<file path="src/rtl/uart_rx_mon_if.sv">
// Bundle of the serial input, pop/clear controls and monitor outputs for uart_rx_mon.
// The slave modport is the receiver's view; the master modport is the consumer/driver view.
interface uart_rx_mon_if;
    logic        RxD;
    logic        rd;
    logic        clear;
    logic [7:0]  dout;
    logic        valid;
    logic        frame_err;
    logic        parity_err;
    logic        overrun;
    logic [31:0] history;
    logic [15:0] byte_cnt;

    modport slave (
        input  RxD, rd, clear,
        output dout, valid, frame_err, parity_err, overrun, history, byte_cnt
    );

    modport master (
        output RxD, rd, clear,
        input  dout, valid, frame_err, parity_err, overrun, history, byte_cnt
    );
endinterface

</file>
<file path="src/rtl/uart_rx_mon.sv">
// Receive-side UART monitor: 8N1 decoder with a last-byte holding register, sticky error flags and a 4-byte history.
// Define UART_RX_PARITY_EN to receive 8E1 frames with a live parity_err flag.
module uart_rx_mon #(
    parameter int CLK_HZ = 25000000,
    parameter int BAUD   = 115200
) (
    input  logic         CLK,
    input  logic         RESET,
    uart_rx_mon_if.slave bus
);
    localparam int DIV = CLK_HZ / (BAUD * 16);
    localparam int DW  = (DIV > 1) ? $clog2(DIV) : 1;
    localparam logic [DW-1:0] DIV_LAST = DW'(DIV - 1);

    typedef enum logic [2:0] {
        IDLE,
        START,
        DATA,
`ifdef UART_RX_PARITY_EN
        PAR,
`endif
        STOP,
        WAIT
    } state_t;

    state_t        state, state_n;
    logic          sync1, rxs;
    logic [DW-1:0] div_cnt;
    logic          tick;
    logic          div_restart;
    logic [3:0]    tcnt, tcnt_n;
    logic [2:0]    bcnt, bcnt_n;
    logic [7:0]    shreg, shreg_n;
    logic          store, set_frame, set_parity;

    logic [7:0]    dout_q;
    logic          valid_q;
    logic          frame_q;
    logic          overrun_q;
    logic [31:0]   history_q;
    logic [15:0]   cnt_q;

`ifdef UART_RX_PARITY_EN
    logic          par_bit, par_n;
    logic          parity_q;
`endif

    assign tick = (div_cnt == DIV_LAST);

    always_ff @(posedge CLK) begin
        if (!RESET) begin
            sync1   <= 1'b1;
            rxs     <= 1'b1;
            div_cnt <= '0;
            state   <= IDLE;
            tcnt    <= 4'd0;
            bcnt    <= 3'd0;
            shreg   <= 8'd0;
`ifdef UART_RX_PARITY_EN
            par_bit <= 1'b0;
`endif
        end else begin
            sync1   <= bus.RxD;
            rxs     <= sync1;
            if (div_restart || tick)
                div_cnt <= '0;
            else
                div_cnt <= div_cnt + 1'b1;
            state   <= state_n;
            tcnt    <= tcnt_n;
            bcnt    <= bcnt_n;
            shreg   <= shreg_n;
`ifdef UART_RX_PARITY_EN
            par_bit <= par_n;
`endif
        end
    end

    // Every bit-period state samples on the 16th tick; START samples on the 8th to land mid start bit.
    always_comb begin
        state_n     = state;
        tcnt_n      = tcnt;
        bcnt_n      = bcnt;
        shreg_n     = shreg;
        div_restart = 1'b0;
        store       = 1'b0;
        set_frame   = 1'b0;
        set_parity  = 1'b0;
`ifdef UART_RX_PARITY_EN
        par_n       = par_bit;
`endif
        case (state)
            IDLE: begin
                if (!rxs) begin
                    state_n     = START;
                    tcnt_n      = 4'd0;
                    div_restart = 1'b1;
                end
            end
            START: begin
                if (tick) begin
                    if (tcnt == 4'd7) begin
                        tcnt_n = 4'd0;
                        bcnt_n = 3'd0;
                        state_n = rxs ? IDLE : DATA;
                    end else begin
                        tcnt_n = tcnt + 4'd1;
                    end
                end
            end
            DATA: begin
                if (tick) begin
                    if (tcnt == 4'd15) begin
                        tcnt_n  = 4'd0;
                        shreg_n = {rxs, shreg[7:1]};
                        bcnt_n  = bcnt + 3'd1;
                        if (bcnt == 3'd7) begin
`ifdef UART_RX_PARITY_EN
                            state_n = PAR;
`else
                            state_n = STOP;
`endif
                        end
                    end else begin
                        tcnt_n = tcnt + 4'd1;
                    end
                end
            end
`ifdef UART_RX_PARITY_EN
            PAR: begin
                if (tick) begin
                    if (tcnt == 4'd15) begin
                        tcnt_n  = 4'd0;
                        par_n   = rxs;
                        state_n = STOP;
                    end else begin
                        tcnt_n = tcnt + 4'd1;
                    end
                end
            end
`endif
            STOP: begin
                if (tick) begin
                    if (tcnt == 4'd15) begin
                        tcnt_n = 4'd0;
                        if (!rxs) begin
                            set_frame = 1'b1;
                            state_n   = WAIT;
`ifdef UART_RX_PARITY_EN
                        end else if (par_bit != ^shreg) begin
                            set_parity = 1'b1;
                            state_n    = IDLE;
`endif
                        end else begin
                            store   = 1'b1;
                            state_n = IDLE;
                        end
                    end else begin
                        tcnt_n = tcnt + 4'd1;
                    end
                end
            end
            WAIT: begin
                if (rxs)
                    state_n = IDLE;
            end
            default: state_n = IDLE;
        endcase
    end

    // A store outranks a same-cycle pop; clear outranks everything except valid/dout.
    always_ff @(posedge CLK) begin
        if (!RESET) begin
            dout_q    <= 8'd0;
            valid_q   <= 1'b0;
            frame_q   <= 1'b0;
            overrun_q <= 1'b0;
            history_q <= 32'd0;
            cnt_q     <= 16'd0;
        end else begin
            if (store)
                dout_q <= shreg;

            if (store)
                valid_q <= 1'b1;
            else if (bus.rd)
                valid_q <= 1'b0;

            if (bus.clear)
                frame_q <= 1'b0;
            else if (set_frame)
                frame_q <= 1'b1;

            if (bus.clear)
                overrun_q <= 1'b0;
            else if (store && valid_q && !bus.rd)
                overrun_q <= 1'b1;

            if (bus.clear)
                history_q <= store ? {24'd0, shreg} : 32'd0;
            else if (store)
                history_q <= {history_q[23:0], shreg};

            if (bus.clear)
                cnt_q <= store ? 16'd1 : 16'd0;
            else if (store)
                cnt_q <= cnt_q + 16'd1;
        end
    end

`ifdef UART_RX_PARITY_EN
    always_ff @(posedge CLK) begin
        if (!RESET)
            parity_q <= 1'b0;
        else if (bus.clear)
            parity_q <= 1'b0;
        else if (set_parity)
            parity_q <= 1'b1;
    end

    assign bus.parity_err = parity_q;
`else
    assign bus.parity_err = 1'b0;
`endif

    assign bus.dout      = dout_q;
    assign bus.valid     = valid_q;
    assign bus.frame_err = frame_q;
    assign bus.overrun   = overrun_q;
    assign bus.history   = history_q;
    assign bus.byte_cnt  = cnt_q;

endmodule
</file>
<file path="src/flat_wrapper.sv">
// flat-port wrapper written by rule: the top's interface ports become plain ports
module uart_rx_mon_flat 
#(
    parameter int CLK_HZ = 25000000,
    parameter int BAUD   = 115200
)
  (CLK, RESET, bus_RxD, bus_rd, bus_clear, bus_dout, bus_valid, bus_frame_err, bus_parity_err, bus_overrun, bus_history, bus_byte_cnt);
  uart_rx_mon_if bus_i ();
  input  logic CLK;
  input  logic RESET;
  input wire logic [$bits(bus_i.RxD)-1:0] bus_RxD;
  input wire logic [$bits(bus_i.rd)-1:0] bus_rd;
  input wire logic [$bits(bus_i.clear)-1:0] bus_clear;
  output wire logic [$bits(bus_i.dout)-1:0] bus_dout;
  output wire logic [$bits(bus_i.valid)-1:0] bus_valid;
  output wire logic [$bits(bus_i.frame_err)-1:0] bus_frame_err;
  output wire logic [$bits(bus_i.parity_err)-1:0] bus_parity_err;
  output wire logic [$bits(bus_i.overrun)-1:0] bus_overrun;
  output wire logic [$bits(bus_i.history)-1:0] bus_history;
  output wire logic [$bits(bus_i.byte_cnt)-1:0] bus_byte_cnt;
  assign bus_i.RxD = bus_RxD;
  assign bus_i.rd = bus_rd;
  assign bus_i.clear = bus_clear;
  assign bus_dout = bus_i.dout;
  assign bus_valid = bus_i.valid;
  assign bus_frame_err = bus_i.frame_err;
  assign bus_parity_err = bus_i.parity_err;
  assign bus_overrun = bus_i.overrun;
  assign bus_history = bus_i.history;
  assign bus_byte_cnt = bus_i.byte_cnt;
  uart_rx_mon #(.CLK_HZ(CLK_HZ), .BAUD(BAUD)) u_core (.CLK(CLK), .RESET(RESET), .bus(bus_i));
endmodule
</file>
<file path="config.mk">
export PLATFORM = sky130hd
export DESIGN_NAME = uart_rx_mon_flat
export DESIGN_NICKNAME = d
export VERILOG_FILES = /design/src/rtl/uart_rx_mon_if.sv /design/src/rtl/uart_rx_mon.sv /design/src/flat_wrapper.sv
export SDC_FILE = /design/constraint.sdc
export NUM_CORES = 1
export LEC_CHECK = 0
export CORE_AREA = 8 8 96 98
export DETAILED_ROUTE_END_ITERATION = 7
export DIE_AREA = 0 0 104 106
export HOLD_SLACK_MARGIN = 0.05
export PLACE_DENSITY = 0.77
export SYNTH_ARGS = -nofsm -noshare
export SYNTH_HDL_FRONTEND = slang
export SYNTH_SLANG_ARGS = --single-unit
</file>
<file path="constraint.sdc">
create_clock -name CLK -period 1.7 [get_ports CLK]
set_input_delay 0.34 -clock CLK [delete_from_list [all_inputs] [get_ports CLK]]
set_output_delay 0.34 -clock CLK [all_outputs]
set_load 0.01 [all_outputs]
</file>
==> Word-level counts from Yosys, hierarchy flattened <==
Cells that the tools add are included.
{ "op_classes": {"n_div": 0, "n_mul": 0, "n_eq_ne": 18, "shifts": 0, "order_cmp": 0, "add_sub_neg": 4, "reduce_logical": 16, "muxes": 40, "bitwise_logic": 1} }
{ "op_table": {"columns": ["operator", "count"], "rows": [
  ["$mux 32", 2],
  ["$mux 3", 14],
  ["$mux 16", 2],
  ["$mux 4", 5],
  ["$ne 2x1->1 const B", 9],
  ["$add 16x1->16 const B", 1],
  ["$pmux 3 s5", 1],
  ["$mux 1", 12],
  ["$pmux 4 s3", 1],
  ["$reduce_and 9->1", 1],
  ["$add 4x1->4 const B", 2],
  ["$eq 4x4->1 const B", 2],
  ["$mux 8", 1],
  ["$eq 3x2->1 const B", 2],
  ["$eq 3x3->1 const B", 2],
  ["$pmux 3 s2", 1],
  ["$reduce_bool 2->1", 3],
  ["$reduce_or 2->1", 3],
  ["$reduce_and 5->1", 1],
  ["$eq 4x3->1 const B", 1],
  ["$reduce_and 4->1", 1],
  ["$add 3x1->3 const B", 1],
  ["$eq 3x1->1 const B", 1],
  ["$logic_not 3->1", 1],
  ["other kinds (8)", 9]
]} }
{ "totals": {"mem_bits_ro": 0, "reg_bits": 83, "output_inout_bits": 60, "mem_count": 0, "latchBits": 0, "wordCells": 92, "ramBits": 0, "in_bits": 5} }

==> Depth between registers and ports, before layout <==
{ "depth": {"word_depth": 6, "depth_mapped": 9} }

==> Worst setup path after synthesis <==
OpenSTA, ideal clock, no wires.
{ "synth_path": {"kind": "register to register", "start": "reg u_core.div_cnt[0]", "end": "reg u_core.cnt_q[7], in the netlist u_core.bus.byte_cnt[7]", "period_less_slack_ns": 1.719, "n_path_buf": 2, "arrival_time_ns": 1.649, "t_required_ns": 1.630, "stages_incl_launch_ff": 9, "setup_ns": 0.070, "setup_slack_ns": -0.019, "path_cell_list": "dfxtp_1 > inv_1 > ha_1 > and4_1 > buf_6 > nand4_4 > buf_6 > or4_1 > a21oi_1"} }
{ "synth_via": {"elab_chain_len": 4} }
{ "synth_rtl": {"columns": ["item", "line_no", "text"], "rows": [
  ["from (decl)", "uart_rx_mon.sv:28", "logic [DW-1:0] div_cnt;"],
  ["from (signal assigned)", "uart_rx_mon.sv:68", "div_cnt <= div_cnt + 1'b1;"],
  ["$eq 4x4->1", "uart_rx_mon.sv:48", "assign tick = (div_cnt == DIV_LAST);"],
  ["$mux 1", "uart_rx_mon.sv:143", "if (tick) begin"],
  ["$mux 1", "uart_rx_mon.sv:92", "case (state)"],
  ["$reduce_bool 2->1 (no source line)", null, null],
  ["to (signal assigned)", "uart_rx_mon.sv:205", "cnt_q <= store ? 16'd1 : 16'd0;"],
  ["to (signal assigned)", "uart_rx_mon.sv:207", "cnt_q <= cnt_q + 16'd1;"],
  ["to (decl)", "uart_rx_mon.sv:41", "logic [15:0] cnt_q;"]
]} }
No other way between the ends.
A chain may end at the register's enable or synchronous reset.

==> Worst setup path in the final report <==
{ "layout_path": {"start": "reg u_core.div_cnt[0]", "end": "reg u_core.history_q[21], in the netlist u_core.bus.history[21]"} }
{ "layout_via": {"elab_chain_len": 4} }
{ "layout_rtl": {"columns": ["item", "line_no", "text"], "rows": [
  ["$eq 4x4->1", "uart_rx_mon.sv:48", null],
  ["$mux 1", "uart_rx_mon.sv:143", null],
  ["$mux 1", "uart_rx_mon.sv:92", null],
  ["$reduce_bool 2->1 (no source line)", null, null],
  ["to (signal assigned)", "uart_rx_mon.sv:200", "history_q <= store ? {24'd0, shreg} : 32'd0;"],
  ["to (signal assigned)", "uart_rx_mon.sv:202", "history_q <= {history_q[23:0], shreg};"],
  ["to (decl)", "uart_rx_mon.sv:40", "logic [31:0] history_q;"]
]} }
No other way between the ends.

==> metrics.cfg <==
[power]
combPwrFrac = 0.036
cellLeakagePower_nw = 1.71
p_clk_frac = 0.414
seq_power_share = 0.551
power_mw = 3.56
netSwitchingPower_uw = 840
switching_share = 0.236
p_int_mw = 2.72
power_density_nw_per_um2 = 744
peakVddDrop_uv = 482

[timing]
finalMaxSlewViolations = 0
rsz0062_at_grt = yes
final-hold-violation-count = 0
setup_slack_ns = -0.00395
finalClockSkew_ns = 0.00976
setup_viol = 2
min_period_ns = 1.70
finalCritPeriodShare = 1.00
timing.fmax_mhz = 587

[logic_synthesis]
synth_top_area_share = 0.485
ys_ff_latch = 83
synth_edf_count = 0
synthArstFlopShare = 0
yosysTopAreaCell = dfxtp_1
ys_types = 45
avgSynthCellArea_um2 = 8.59
seq_area_frac_synth = 0.485
synth_fp_nets = 410
synth_area_leaders = dfxtp_1 49%, nand2_1 7.5%, a21oi_1 5.7%
netlist_instances = 399
synth_warnings = 0
synth_area_um2 = 3430
synth_flop_cell = dfxtp_1

[outcome]
status = finished, violations left
violations = negative setup slack

[floorplanning]
die_x_um = 104
die_height_um = 106
start_util = 0.437
rows = 33
io-pin-count = 65
fp.dieArea_um2 = 11000
coreArea_um2 = 7850

[critical_path]
slowest_delay_ns = 0.33
start_kind = register
critical_path_arrival_ns = 1.99
critPathMostFrequentCell = and4_4
critPathSlowestCell = dfxtp_2
critPathMaxFanout = 12
crit_chain = inv_2 > ha_4 > and4_4 > buf_6 > and4_4 > clkbuf_16 > nand2_1 > a21oi_1
worstPathRequired_ns = 1.99
worst-path-buf-inv = 3
worstSetupPathType = reg -> reg
end_kind = register
crit_family = simple AND/OR/NAND/NOR gates

[route]
ant_nets = 0
viasPerCell = 5.26
route.detailed.wl_per_inst_um = 14.6
drc = 0
vias = 3144
drtPass1Iterations = 5
drt_iter0_drc = 152
wl_um = 8760

[clock_tree]
ctsHoldBuffers = 0
clock-root-buffer = clkbuf_8
cts_tree = yes
clockBufferDepth = 2
cts.sinks = 83
htreeDepth = 3
clk_pin_slew_ns = 0.10
clk_latency_ns = 0.35
cts_buffers = 9

[final_layout]
area_growth_pct = 39.4
drive_gt1_frac = 0.191
fin_util = 0.609
n_antenna_cell = 0
nets = 499

[place]
dp_slack_ns = -0.0847
place_congestion = 0.822
io_buffer_count = 63
hpwl_um = 5950

[grt]
grt_pass1_wl_um = 14000
grt_usage = 0.148
first_global_vias = 2903
antenna_found_initial = 0
grt_max_degree = 38
grt-ovfl-total = 0

[run]
maxCapViolations = 0

[hold_path]
hold_class = reg -> reg

## what timing repair did
item,in CTS,in global routing
resized for setup,10,36
pin swaps,0,22
buffers inserted,0,5
gates cloned,0,4
endpoints found under the setup margin,48,57
## power groups by stage
stage / Combinational, mW / Sequential (mW) / Clock [mW]
final: 0.127 / 1.96 / 1.47
after global routing: 0.140 / 1.96 / 1.57
after CTS: 0.109 / 1.96 / 1.50
after detailed placement: 0.108 / 2.00 / 0
after global placement: 0.107 / 2.00 / 0
after floorplan: 0.0632 / 2.00 / 0
## worst paths after layout
check	startpoint	to	slack, ns	cells after the start
max	u_core.div_cnt[0]	u_core.bus.history[21]	-0.004	8
min	u_core.sync1	u_core.rxs	0.42	1
max reg2reg	u_core.div_cnt[0]	u_core.bus.history[21]	-0.004	8
min reg2reg	u_core.sync1	u_core.rxs	0.42	1
## synthesized netlist by cell type (all sizes together) (4+ instances only)
cell type  number
mux2i           5
nor2b           6
and2            4
o31ai          12
nor2            9
and4            6
ha              6
o21a            5
nand2b          6
nand4           7
or4            11
a21oi          39
clkbuf         17
buf            14
nand2          69
nand3          37
dfxtp          83
inv             7
o21ai          27
## through the flow
| step | instance area [um^2] | hold slack [ns] | setup TNS, ns | instances |
|---|---|---|---|---|
| after floorplan | 3430 | 0.386 | 0 | 399 |
| after global placement | 4350 | 0.395 | -0.179 | 573 |
| final | 4780 | 0.422 | -0.00727 | 598 |
| after CTS | 4560 | 0.422 | -0.0139 | 589 |
| after global routing | 4780 | 0.453 | -2.06 | 598 |
| after detailed placement | 4350 | 0.401 | -1.14 | 573 |
## layer usage
metal  wire length [um]  GRT usage  share of wire  vias to the layer above
li1                   -          -              -                     1591
met1               3790      0.180           0.43                     1464
met2               4400      0.249           0.50                       76
met3                456     0.0369          0.052                       13
met4                110     0.0548          0.013                        0
met5                  0          0              0                        -
## layout make-up
type | count | area (um^2)
inverter | 7 | 26.3
sequential | 83 | 1670
multi-input combinational | 279 | 1690
tap | 105 | 131
timing repair buffer | 108 | 1040
clock buffer | 9 | 124
clock inverter | 7 | 85.1
fill | 684 | 3070
## logic make-up after synthesis
group,count (synthesis),synth area share
buffers and inverters,38,0.0541
AO/OA/AOI/OAI,94,0.159
adder cells (fa/ha/maj),6,0.0219
other,1,0.00109
AND/OR/NAND/NOR,167,0.251
flip-flops,83,0.485
XOR/XNOR,5,0.0128
multiplexers,5,0.0146
## sequential cells by signal, indices dropped and copies added (netlist names)
| register | flops |
|---|---|
| u_core.tcnt | 4 |
| u_core.bus.history | 32 |
| u_core.shreg | 8 |
| u_core.bcnt | 3 |
| u_core.state | 3 |
| u_core.sync1 | 1 |
| u_core.bus.overrun | 1 |
| u_core.bus.valid | 1 |
| u_core.div_cnt | 4 |
| u_core.bus.byte_cnt | 16 |
| u_core.bus.dout | 8 |
| u_core.rxs | 1 |
| u_core.bus.frame_err | 1 |
## cells in the final DEF, fill, tap and decap left out, types with 6 or more instances in the layout
| cell | n |
|---|---|
| dfxtp_1 | 74 |
| nand2_1 | 65 |
| clkdlybuf4s50_1 | 57 |
| nand3_1 | 36 |
| buf_4 | 36 |
| a21oi_1 | 35 |
| o21ai_0 | 26 |
| o31ai_1 | 11 |
| nor2_1 | 9 |
| or4_1 | 9 |
| clkbuf_8 | 9 |
| dfxtp_2 | 9 |
| nor2b_1 | 6 |
| nand2b_1 | 6 |
| nand4_1 | 6 |
| dlygate4sd2_1 | 6 |
## worst register-to-register path: stages, from the launching register on
cell       delay [ns]
dfxtp_2          0.33
inv_2            0.06
ha_4             0.13
and4_4           0.33
buf_6            0.14
and4_4           0.28
clkbuf_16        0.18
nand2_1          0.06
a21oi_1          0.14
No activity file was read; power rests on OpenSTA's default activity.
